===== config.mk =====
export PLATFORM = sky130hd
export DESIGN_NAME = servo_pwm_ramp
export DESIGN_NICKNAME = d
export VERILOG_FILES = /design/src/rtl/servo_pkg.sv /design/src/rtl/servo_slew_channel.sv /design/src/rtl/servo_pwm_ramp.sv
export SDC_FILE = /design/constraint.sdc
export NUM_CORES = 1
export LEC_CHECK = 0
export ABC_CLOCK_PERIOD_IN_PS = 7100
export BUFFER_PORTS_ARGS = -buffer_cell sky130_fd_sc_hd__buf_2
export CAP_MARGIN = 40
export CORE_MARGIN = 3
export CORE_UTILIZATION = 50
export DETAILED_ROUTE_END_ITERATION = 12
export GPL_TIMING_DRIVEN = 0
export PLACE_DENSITY = 0.66
export SLEW_MARGIN = 25
export SYNTH_ARGS = -nofsm -noshare
export SYNTH_HDL_FRONTEND = slang
export SYNTH_SLANG_ARGS = --single-unit
export TNS_END_PERCENT = 50

===== constraint.sdc =====
create_clock -name clk -period 7.1 [get_ports clk]
set_input_delay 0.355 -clock clk [delete_from_list [all_inputs] [get_ports clk]]
set_output_delay 0.355 -clock clk [all_outputs]
set_load 0.1 [all_outputs]

===== src/rtl/servo_pkg.sv =====
// Shared timing defaults for the servo PWM block, plus the pulse-width clamp
// used by the write decoder.
package servo_pkg;

  localparam int unsigned DEF_CLK_FREQ_HZ = 25_000_000;
  localparam int unsigned DEF_NUM_CH      = 4;
  localparam int unsigned DEF_PERIOD_CLKS = 500_000;
  localparam int unsigned DEF_MIN_PULSE   = 25_000;
  localparam int unsigned DEF_MAX_PULSE   = 50_000;
  localparam int unsigned DEF_RESET_PULSE = 25_000;
  localparam int unsigned DEF_STEP_CLKS   = 250;
  localparam int unsigned DEF_CNT_W       = 19;

  // Limits a requested width to the mechanically safe range of the servo.
  function automatic logic [31:0] clamp_pulse(input logic [31:0] value,
                                              input logic [31:0] lo,
                                              input logic [31:0] hi);
    logic [31:0] result;
    result = value;
    if (value < lo) begin
      result = lo;
    end else if (value > hi) begin
      result = hi;
    end
    return result;
  endfunction

endpackage


===== src/rtl/servo_slew_channel.sv =====
// One servo channel: holds the target and the slew-limited active width, and
// produces the registered PWM output from the shared frame counter.
module servo_slew_channel #(
  parameter int unsigned CNT_W       = 19,
  parameter int unsigned RESET_PULSE = 25_000,
  parameter int unsigned STEP_CLKS   = 250
) (
  input  logic             clk,
  input  logic             reset,
  input  logic [CNT_W-1:0] cnt,
  input  logic             boundary,
  input  logic             wr_en,
  input  logic [CNT_W-1:0] wr_value,
  input  logic             enable,
  output logic             pwm_out,
  output logic             busy
);

  localparam logic [CNT_W-1:0] RESET_W = CNT_W'(RESET_PULSE);
  localparam logic [CNT_W-1:0] STEP_W  = CNT_W'(STEP_CLKS);

  logic [CNT_W-1:0] target_q, target_d;
  logic [CNT_W-1:0] active_q, active_d;
  logic             pwm_q, pwm_d;

  // The boundary update reads target_q, so a write landing on the same cycle
  // only takes effect from the following frame.
  always_comb begin
    target_d = target_q;
    active_d = active_q;
    pwm_d    = enable && (cnt < active_q);

    if (wr_en) begin
      target_d = wr_value;
    end

    if (boundary) begin
      if (STEP_CLKS == 0) begin
        active_d = target_q;
      end else if (target_q > active_q) begin
        active_d = ((target_q - active_q) <= STEP_W) ? target_q : (active_q + STEP_W);
      end else begin
        active_d = ((active_q - target_q) <= STEP_W) ? target_q : (active_q - STEP_W);
      end
    end
  end

  always_ff @(posedge clk or posedge reset) begin
    if (reset) begin
      target_q <= RESET_W;
      active_q <= RESET_W;
      pwm_q    <= 1'b0;
    end else begin
      target_q <= target_d;
      active_q <= active_d;
      pwm_q    <= pwm_d;
    end
  end

  assign pwm_out = pwm_q;
  assign busy    = (active_q != target_q);

endmodule


===== src/rtl/servo_pwm_ramp.sv =====
// Multi-channel servo PWM generator with per-frame slew limiting. The frame
// counter and write decode live here; each channel is a servo_slew_channel.
module servo_pwm_ramp
  import servo_pkg::*;
#(
  parameter int unsigned CLK_FREQ_HZ = DEF_CLK_FREQ_HZ,
  parameter int unsigned NUM_CH      = DEF_NUM_CH,
  parameter int unsigned PERIOD_CLKS = DEF_PERIOD_CLKS,
  parameter int unsigned MIN_PULSE   = DEF_MIN_PULSE,
  parameter int unsigned MAX_PULSE   = DEF_MAX_PULSE,
  parameter int unsigned RESET_PULSE = DEF_RESET_PULSE,
  parameter int unsigned STEP_CLKS   = DEF_STEP_CLKS,
  parameter int unsigned CNT_W       = DEF_CNT_W
) (
  input  logic                                      clk,
  input  logic                                      reset,
  input  logic                                      wr_en,
  input  logic [((NUM_CH > 1) ? $clog2(NUM_CH) : 1)-1:0] wr_ch,
  input  logic [CNT_W-1:0]                          wr_target,
  input  logic [NUM_CH-1:0]                         ch_enable,
  output logic                                      wr_ack,
  output logic                                      wr_err,
  output logic [NUM_CH-1:0]                         servo_pwm_out,
  output logic [NUM_CH-1:0]                         ch_busy,
  output logic                                      frame_start
);

  localparam logic [CNT_W-1:0] LAST_CNT = CNT_W'(PERIOD_CLKS - 1);

  // Reject parameter sets that cannot produce a sensible frame.
  if (CLK_FREQ_HZ == 0) begin : g_bad_clk
    $error("servo_pwm_ramp: CLK_FREQ_HZ must be non-zero");
  end
  if (NUM_CH < 1 || NUM_CH > 16) begin : g_bad_num_ch
    $error("servo_pwm_ramp: NUM_CH must be 1..16");
  end
  if (CNT_W > 32 || (64'(1) << CNT_W) <= 64'(PERIOD_CLKS)) begin : g_bad_cnt_w
    $error("servo_pwm_ramp: CNT_W too small for PERIOD_CLKS or above 32");
  end
  if (MIN_PULSE > MAX_PULSE || MAX_PULSE >= PERIOD_CLKS ||
      RESET_PULSE < MIN_PULSE || RESET_PULSE > MAX_PULSE) begin : g_bad_pulse
    $error("servo_pwm_ramp: pulse limits inconsistent");
  end

  logic [CNT_W-1:0]  cnt_q, cnt_d;
  logic              frame_start_q, frame_start_d;
  logic              wr_ack_q, wr_ack_d;
  logic              wr_err_q, wr_err_d;
  logic              boundary;
  logic              wr_valid;
  logic [CNT_W-1:0]  wr_value;
  logic [NUM_CH-1:0] ch_wr;

  // frame_start registers (counter == 0) so it lines up with the first high
  // PWM cycle, which carries the same one-clock latency.
  always_comb begin
    boundary      = (cnt_q == LAST_CNT);
    cnt_d         = boundary ? '0 : (cnt_q + CNT_W'(1));
    wr_valid      = wr_en && (32'(wr_ch) < NUM_CH);
    wr_value      = CNT_W'(clamp_pulse(32'(wr_target), MIN_PULSE, MAX_PULSE));
    frame_start_d = (cnt_q == '0);
    wr_ack_d      = wr_valid;
    wr_err_d      = wr_en && !wr_valid;
    ch_wr         = '0;
    if (wr_valid) begin
      ch_wr[wr_ch] = 1'b1;
    end
  end

  always_ff @(posedge clk or posedge reset) begin
    if (reset) begin
      cnt_q         <= '0;
      frame_start_q <= 1'b0;
      wr_ack_q      <= 1'b0;
      wr_err_q      <= 1'b0;
    end else begin
      cnt_q         <= cnt_d;
      frame_start_q <= frame_start_d;
      wr_ack_q      <= wr_ack_d;
      wr_err_q      <= wr_err_d;
    end
  end

  for (genvar i = 0; i < NUM_CH; i++) begin : g_ch
    servo_slew_channel #(
      .CNT_W      (CNT_W),
      .RESET_PULSE(RESET_PULSE),
      .STEP_CLKS  (STEP_CLKS)
    ) u_ch (
      .clk     (clk),
      .reset   (reset),
      .cnt     (cnt_q),
      .boundary(boundary),
      .wr_en   (ch_wr[i]),
      .wr_value(wr_value),
      .enable  (ch_enable[i]),
      .pwm_out (servo_pwm_out[i]),
      .busy    (ch_busy[i])
    );
  end

  assign frame_start = frame_start_q;
  assign wr_ack      = wr_ack_q;
  assign wr_err      = wr_err_q;

endmodule


# Word level (Yosys, flattened, before mapping)
# Index checks and enable logic that the tools add are counted.
# op_classes
mux	18
addsub	17
magnitude_cmp	20
eq_ne	5
n_reduce_logical	6
# op_table
operator	count
19-bit 2-to-1 mux	15
19-bit by 8-bit less-or-equal comparator with 1-bit output (second input constant)	8
19-bit subtractor	8
19-bit by 8-bit adder with 19-bit output (second input constant)	4
19-bit greater-than comparator	4
19-bit < comparator	4
19-bit inequality test	4
19-bit by 8-bit subtractor with 19-bit output (second input constant)	4
19-bit by 1-bit adder with 19-bit output (second input constant)	1
19-bit == test (second input constant)	1
19-bit by 16-bit greater-than comparator with 1-bit output (second input constant)	1
19-bit zero test	1
19-bit by 15-bit < comparator with 1-bit output (second input constant)	1
1-bit logical AND	5
4-bit 2-to-1 mux	1
2-bit by 3-bit < comparator with 1-bit output (second input constant)	1
1-bit demux with 2-bit select	1
2-bit by 1-bit >= comparator with 1-bit output (second input constant)	1
1-bit 2-to-1 mux	1
# totals
elab_cells	81
register_bits	177
in_bits	28
out_inout_bits	11

# Depth between registers and ports, before layout
# logic_depth
depth_word	5
depth_mapped	18
ltp_nobuf	15

# By module
# From an unflattened synthesis, not the netlist that was laid out.
# unflattened
cells_unflattened	2798
hier_area_um2	21633.2
# by_module_without_submodules
module	instances	area_each_um2	cells_per_inst
servo_slew_channel (g_ch[2].u_ch ...)	2	4958.5	641
servo_slew_channel (g_ch[1].u_ch)	1	5370.2	706
servo_slew_channel (g_ch[0].u_ch)	1	5026.1	665
servo_pwm_ramp	1	1320.0	145

# Worst setup path after synthesis
# OpenSTA, ideal clock, no wires.
# synth_timing
path_kind	register to register
startpoint	reg g_ch[3].u_ch.active_q[3]
endpoint	reg g_ch[3].u_ch.active_q[15]
setup_ps	136
stages_incl_launch_ff	16
required_ps	6964
arrival_ps	3714
slack_ps	3251
path_cell_list	dfstp_2 clkbuf_1 inv_1 ha_1 clkbuf_1 and3_1 a221o_1 a21o_1 or4_1 nand4_1 and4_1 nand3_1 mux2_2 nand2b_1 o22ai_1 a31oi_1
# synth_between
elab_chain_len	4
# synth_rtl
element	line_no	text
from (decl)	servo_slew_channel.sv:23	logic [CNT_W-1:0] active_q, active_d;
from (signal assigned)	servo_slew_channel.sv:55	active_q <= active_d;
19-bit subtractor (on tied branches)	servo_slew_channel.sv:43, servo_slew_channel.sv:41	
19-bit by 8-bit less-or-equal comparator with 1-bit output (on tied branches)	servo_slew_channel.sv:43, servo_slew_channel.sv:41	
19-bit 2-to-1 mux (on tied branches)	servo_slew_channel.sv:43, servo_slew_channel.sv:41	
19-bit 2-to-1 mux (*)	servo_slew_channel.sv:40	end else if (target_q > active_q) begin
# Every way passes the cells marked *; elsewhere a longest branch is shown, timed or not.
# A chain may end at the register's enable or synchronous reset.

# Worst setup path after layout
# layout_timing
startpoint	reg g_ch[3].u_ch.active_q[8]
endpoint	reg g_ch[3].u_ch.active_q[15]
# The elaborated chain is that of the path after synthesis.

==> results.md <==
* Later-pin clock latency in the skew report at 0.45 ns
* Initial Utilization at 51.2%
* Slew Limit Fails at 0
* Row count at 73
* DR top layer: met4
* Final setup fails at 0
* Slew headroom at about two fifths
* Vias in the first global route at 20400
* Post-CTS Setup Inserts at 0
* Crit path capture type: register
* Largest net degree at the start of global routing at 83
* Worst hold slack at 0.169 ns
* DRC violations left at 0
* I/O Buffers at 37
* Worst Path Arrival at roughly 5.5 ns
* Dpl cells at 3269
* Gate Count Post-Synth at around 2700
* Startpoint Class: register
* Net count, final at 3034
* Period utilization at 72.9%
* H-tree depth at 4
* Setup CP Type: register to register
* Die W at 209 um
* Max-capacitance violation count at 0
* Final Non-Filler Cells at between 3000 and 4000
* Yosys cell types at 102
* Aggregate global routing overflow at 0
* Fin Setup TNS at 0 ns
* Final ANT Viol Nets at 0
* Top post-synthesis cells by area: dfrtp_1 16%, ha_1 14%, dfstp_2 6.1%, o21ai_0 5.6%, a21oi_1 5.1%
* CTS sink count at 177
* CTS tree: built
* FF+latch count, synth at between 150 and 200
* R2R Setup Slk at roughly 1.9 ns
* Wire length on met3 at ~6600 um
* Most frequent cells after synthesis: 255 x nand2_1, 232 x o21ai_0, 230 x ha_1
* Register area share after synthesis at 21.8%
* Warnings from Yosys at 0
* Pint at ~0.0022 W
* Leak at roughly 10 nW
* Slowest cell on crit path: a2111oi_0
* Worst Skew at a little under 0.009 ns
* Final core utilization at between 50 and 60%
* Crit path cell chain: clkbuf_1 > inv_1 > ha_1 > clkbuf_1 > nand4_1 > a2111oi_0 > a211oi_2 > o221ai_1 > xnor2_1 > nor3_1 > nand4_1 > mux2_2 > nand2b_1 > o22ai_1 > a31oi_1
* Delay-heaviest family, CP: compound AO/OA/AOI/OAI gates
* DR vias/cell at approximately 6.5
* Die H at approximately 210 um
* Clock transition at path regs at around 0.070 ns
* Routability Congestion at around 1
* Achievable Freq at about 190 MHz
* Routed WL at around 73000 um
* Cts repair resizes at 0
* RSZ-0062 raised after global routing: false
* Tightest Pin Transition at 0.897 ns
* Status: completed
* CORE AREA at about 0.040 mm2
* Worst VDD drop at approximately 0.16 mV
* Net Sw Frac at between 30% and 40%
* Synth Flop Type: dfrtp_1
* Yosys top cell by area: dfrtp_1
* Clock buffer depth at 2
* Max FO, Critical Path at 10
* Post-route minimum period at 5.17 ns
* Vias at 21400
* IO Count at 39
* Net Count, Synth at around 3000
* Buffers & Inverters on Critical Path at 3
* Inserted Clock Buffers at 17
* Metal2 WL at 33000 um
* Most frequent cell after synthesis: nand2_1
* Switching power at ~0.0014 W
* DRT Pass-1 Iters at 6
* Largest stage delay on the critical path at around 0.73 ns
* Gate power share at a little under two fifths
* Fin. Hold Viols at 0
* Placement Setup Slack at ~2.1 ns
* Pwr Density at between 150 and 200 mW/mm2
* Post-Route M1 WL at between 30000 and 40000 um
* Critical Path RT at 7.38 ns
* Die area at 0.0436 mm2
* Cell area after synthesis at between 0.02 and 0.025 mm2
* Sequential share of power at 31.8%
* DR WL/cell at around 22 um
* Initial antenna violation count at 0
* Setup ws final at about 1.9 ns
* Post-synth EDFFs at 0
* Post-DP HPWL at 56500 um
* DR iter-0 viols at about 2200
* Post-synth top area share at 15.7%
* CTS Root Buffer Type: clkbuf_16
* Layout cells sized above 1 at 8.70%
* Syn Area/Cell at ~7.7 um2
* Clock share of power at a little under a third
* Total track usage at around 33%
* Area delta synth->final at 8.48%
* HP Class: input pin to register
* Global-route wire length before repair at roughly 110000 um
* Ys async rst share at between 90% and 100%
worst register-to-register path, cell delays in order, from the launching register on:
cell       delay (ns)
dfstp_2          0.54
clkbuf_1         0.26
inv_1            0.20
ha_1             0.42
clkbuf_1         0.34
nand4_1          0.25
a2111oi_0        0.73
a211oi_2         0.22
o221ai_1         0.30
xnor2_1          0.12
nor3_1           0.24
nand4_1          0.30
mux2_2           0.42
nand2b_1         0.33
o22ai_1          0.27
a31oi_1          0.08
area by class of cell:
class / count / area (um2)
Fill cell: 3943 / 17900
Multi-Input combinational cell: 2169 / 14700
Sequential cell: 177 / 4490
Inverter: 203 / 769
Tap cell: 525 / 657
Buffer: 141 / 646
Clock buffer: 19 / 453
Timing Repair Buffer: 59 / 422
Clock inverter: 13 / 198
Antenna cell: 1 / 2.50
what timing repair did:
action / 4_1_cts / 5_1_grt
endpoints found under the hold margin: 15 / 0
hold buffers: 1 / 0
setup endpoints to repair: 0 / 0
worst paths after layout:
kind                                          startpoint  cells after the start                   endpoint
worst max-delay path            g_ch[3].u_ch.active_q[8]                     15  g_ch[3].u_ch.active_q[15]
worst min-delay path                               wr_en                      1                     wr_ack
worst max register to register  g_ch[3].u_ch.active_q[8]                     15  g_ch[3].u_ch.active_q[15]
worst min register to register  g_ch[1].u_ch.target_q[3]                      2   g_ch[1].u_ch.target_q[3]
max in group asynchronous                          reset                      5  g_ch[3].u_ch.target_q[14]
min in group asynchronous                          reset                      3       g_ch[2].u_ch.pwm_out
layer usage:
layer	up-vias	global-route usage [%]
met1	10300	44.7
li1	9944	-
met5	-	0
met4	0	9.86
met2	1021	51.7
met3	165	6.79
state kept, by name (all words and copies together), names as in the netlist:
signal / flops
cnt_q: 19
wr_ack: 1
g_ch.u_ch.pwm_out: 4
g_ch.u_ch.active_q: 76
g_ch.u_ch.target_q: 76
frame_start: 1
power by group through the flow:
stage	Sequential, W	Clock, W	Combinational, W
6_report	0.00111	0.00108	0.00131
5_1_grt	0.00112	0.00113	0.00145
4_1_cts	0.00111	0.00109	0.00128
3_5_place_dp	0.00113	0	0.00127
3_3_place_gp	0.00113	0	0.00125
2_1_floorplan	0.00110	0	0.000959
stage by stage:
| stage | power, W | cell area, um2 |
|---|---|---|
| 2_1_floorplan | 0.00206 | 20600 |
| 3_3_place_gp | 0.00238 | 21400 |
| 3_5_place_dp | 0.00241 | 21600 |
| 4_1_cts | 0.00348 | 22300 |
| 5_1_grt | 0.00369 | 22300 |
| 6_report | 0.00351 | 22300 |
cell families after synthesis:
logic type                 Yosys count  share of synthesized area, %
muxes                               48                          2.43
xor gates and xnor gates           123                          5.23
other                                1                        0.0182
AOI/OAI and AO/OA                  891                          28.3
and+or+nand+nor                    868                          20.7
adders and majority gates          238                          14.8
DFF                                177                          21.8
buffers and inverters              344                          6.84
cells in the final DEF (no fill, tap or decap), drive strengths merged, types with 25 or more instances in the layout:
| cell | instances |
|---|---|
| clkbuf | 109 |
| nand3 | 72 |
| mux2i | 42 |
| inv | 207 |
| nand2b | 37 |
| nor2 | 180 |
| and2 | 32 |
| o21a | 25 |
| buf | 109 |
| nor3 | 76 |
| o22ai | 41 |
| and3 | 32 |
| nor4 | 30 |
| nand4 | 39 |
| nand2 | 255 |
| a31oi | 33 |
| dfstp | 48 |
| xor2 | 32 |
| a21o | 82 |
| or3 | 37 |
| xnor2 | 91 |
| a21oi | 213 |
| ha | 230 |
| o21ai | 237 |
| dfrtp | 129 |
(Power assumes the default switching activity.)
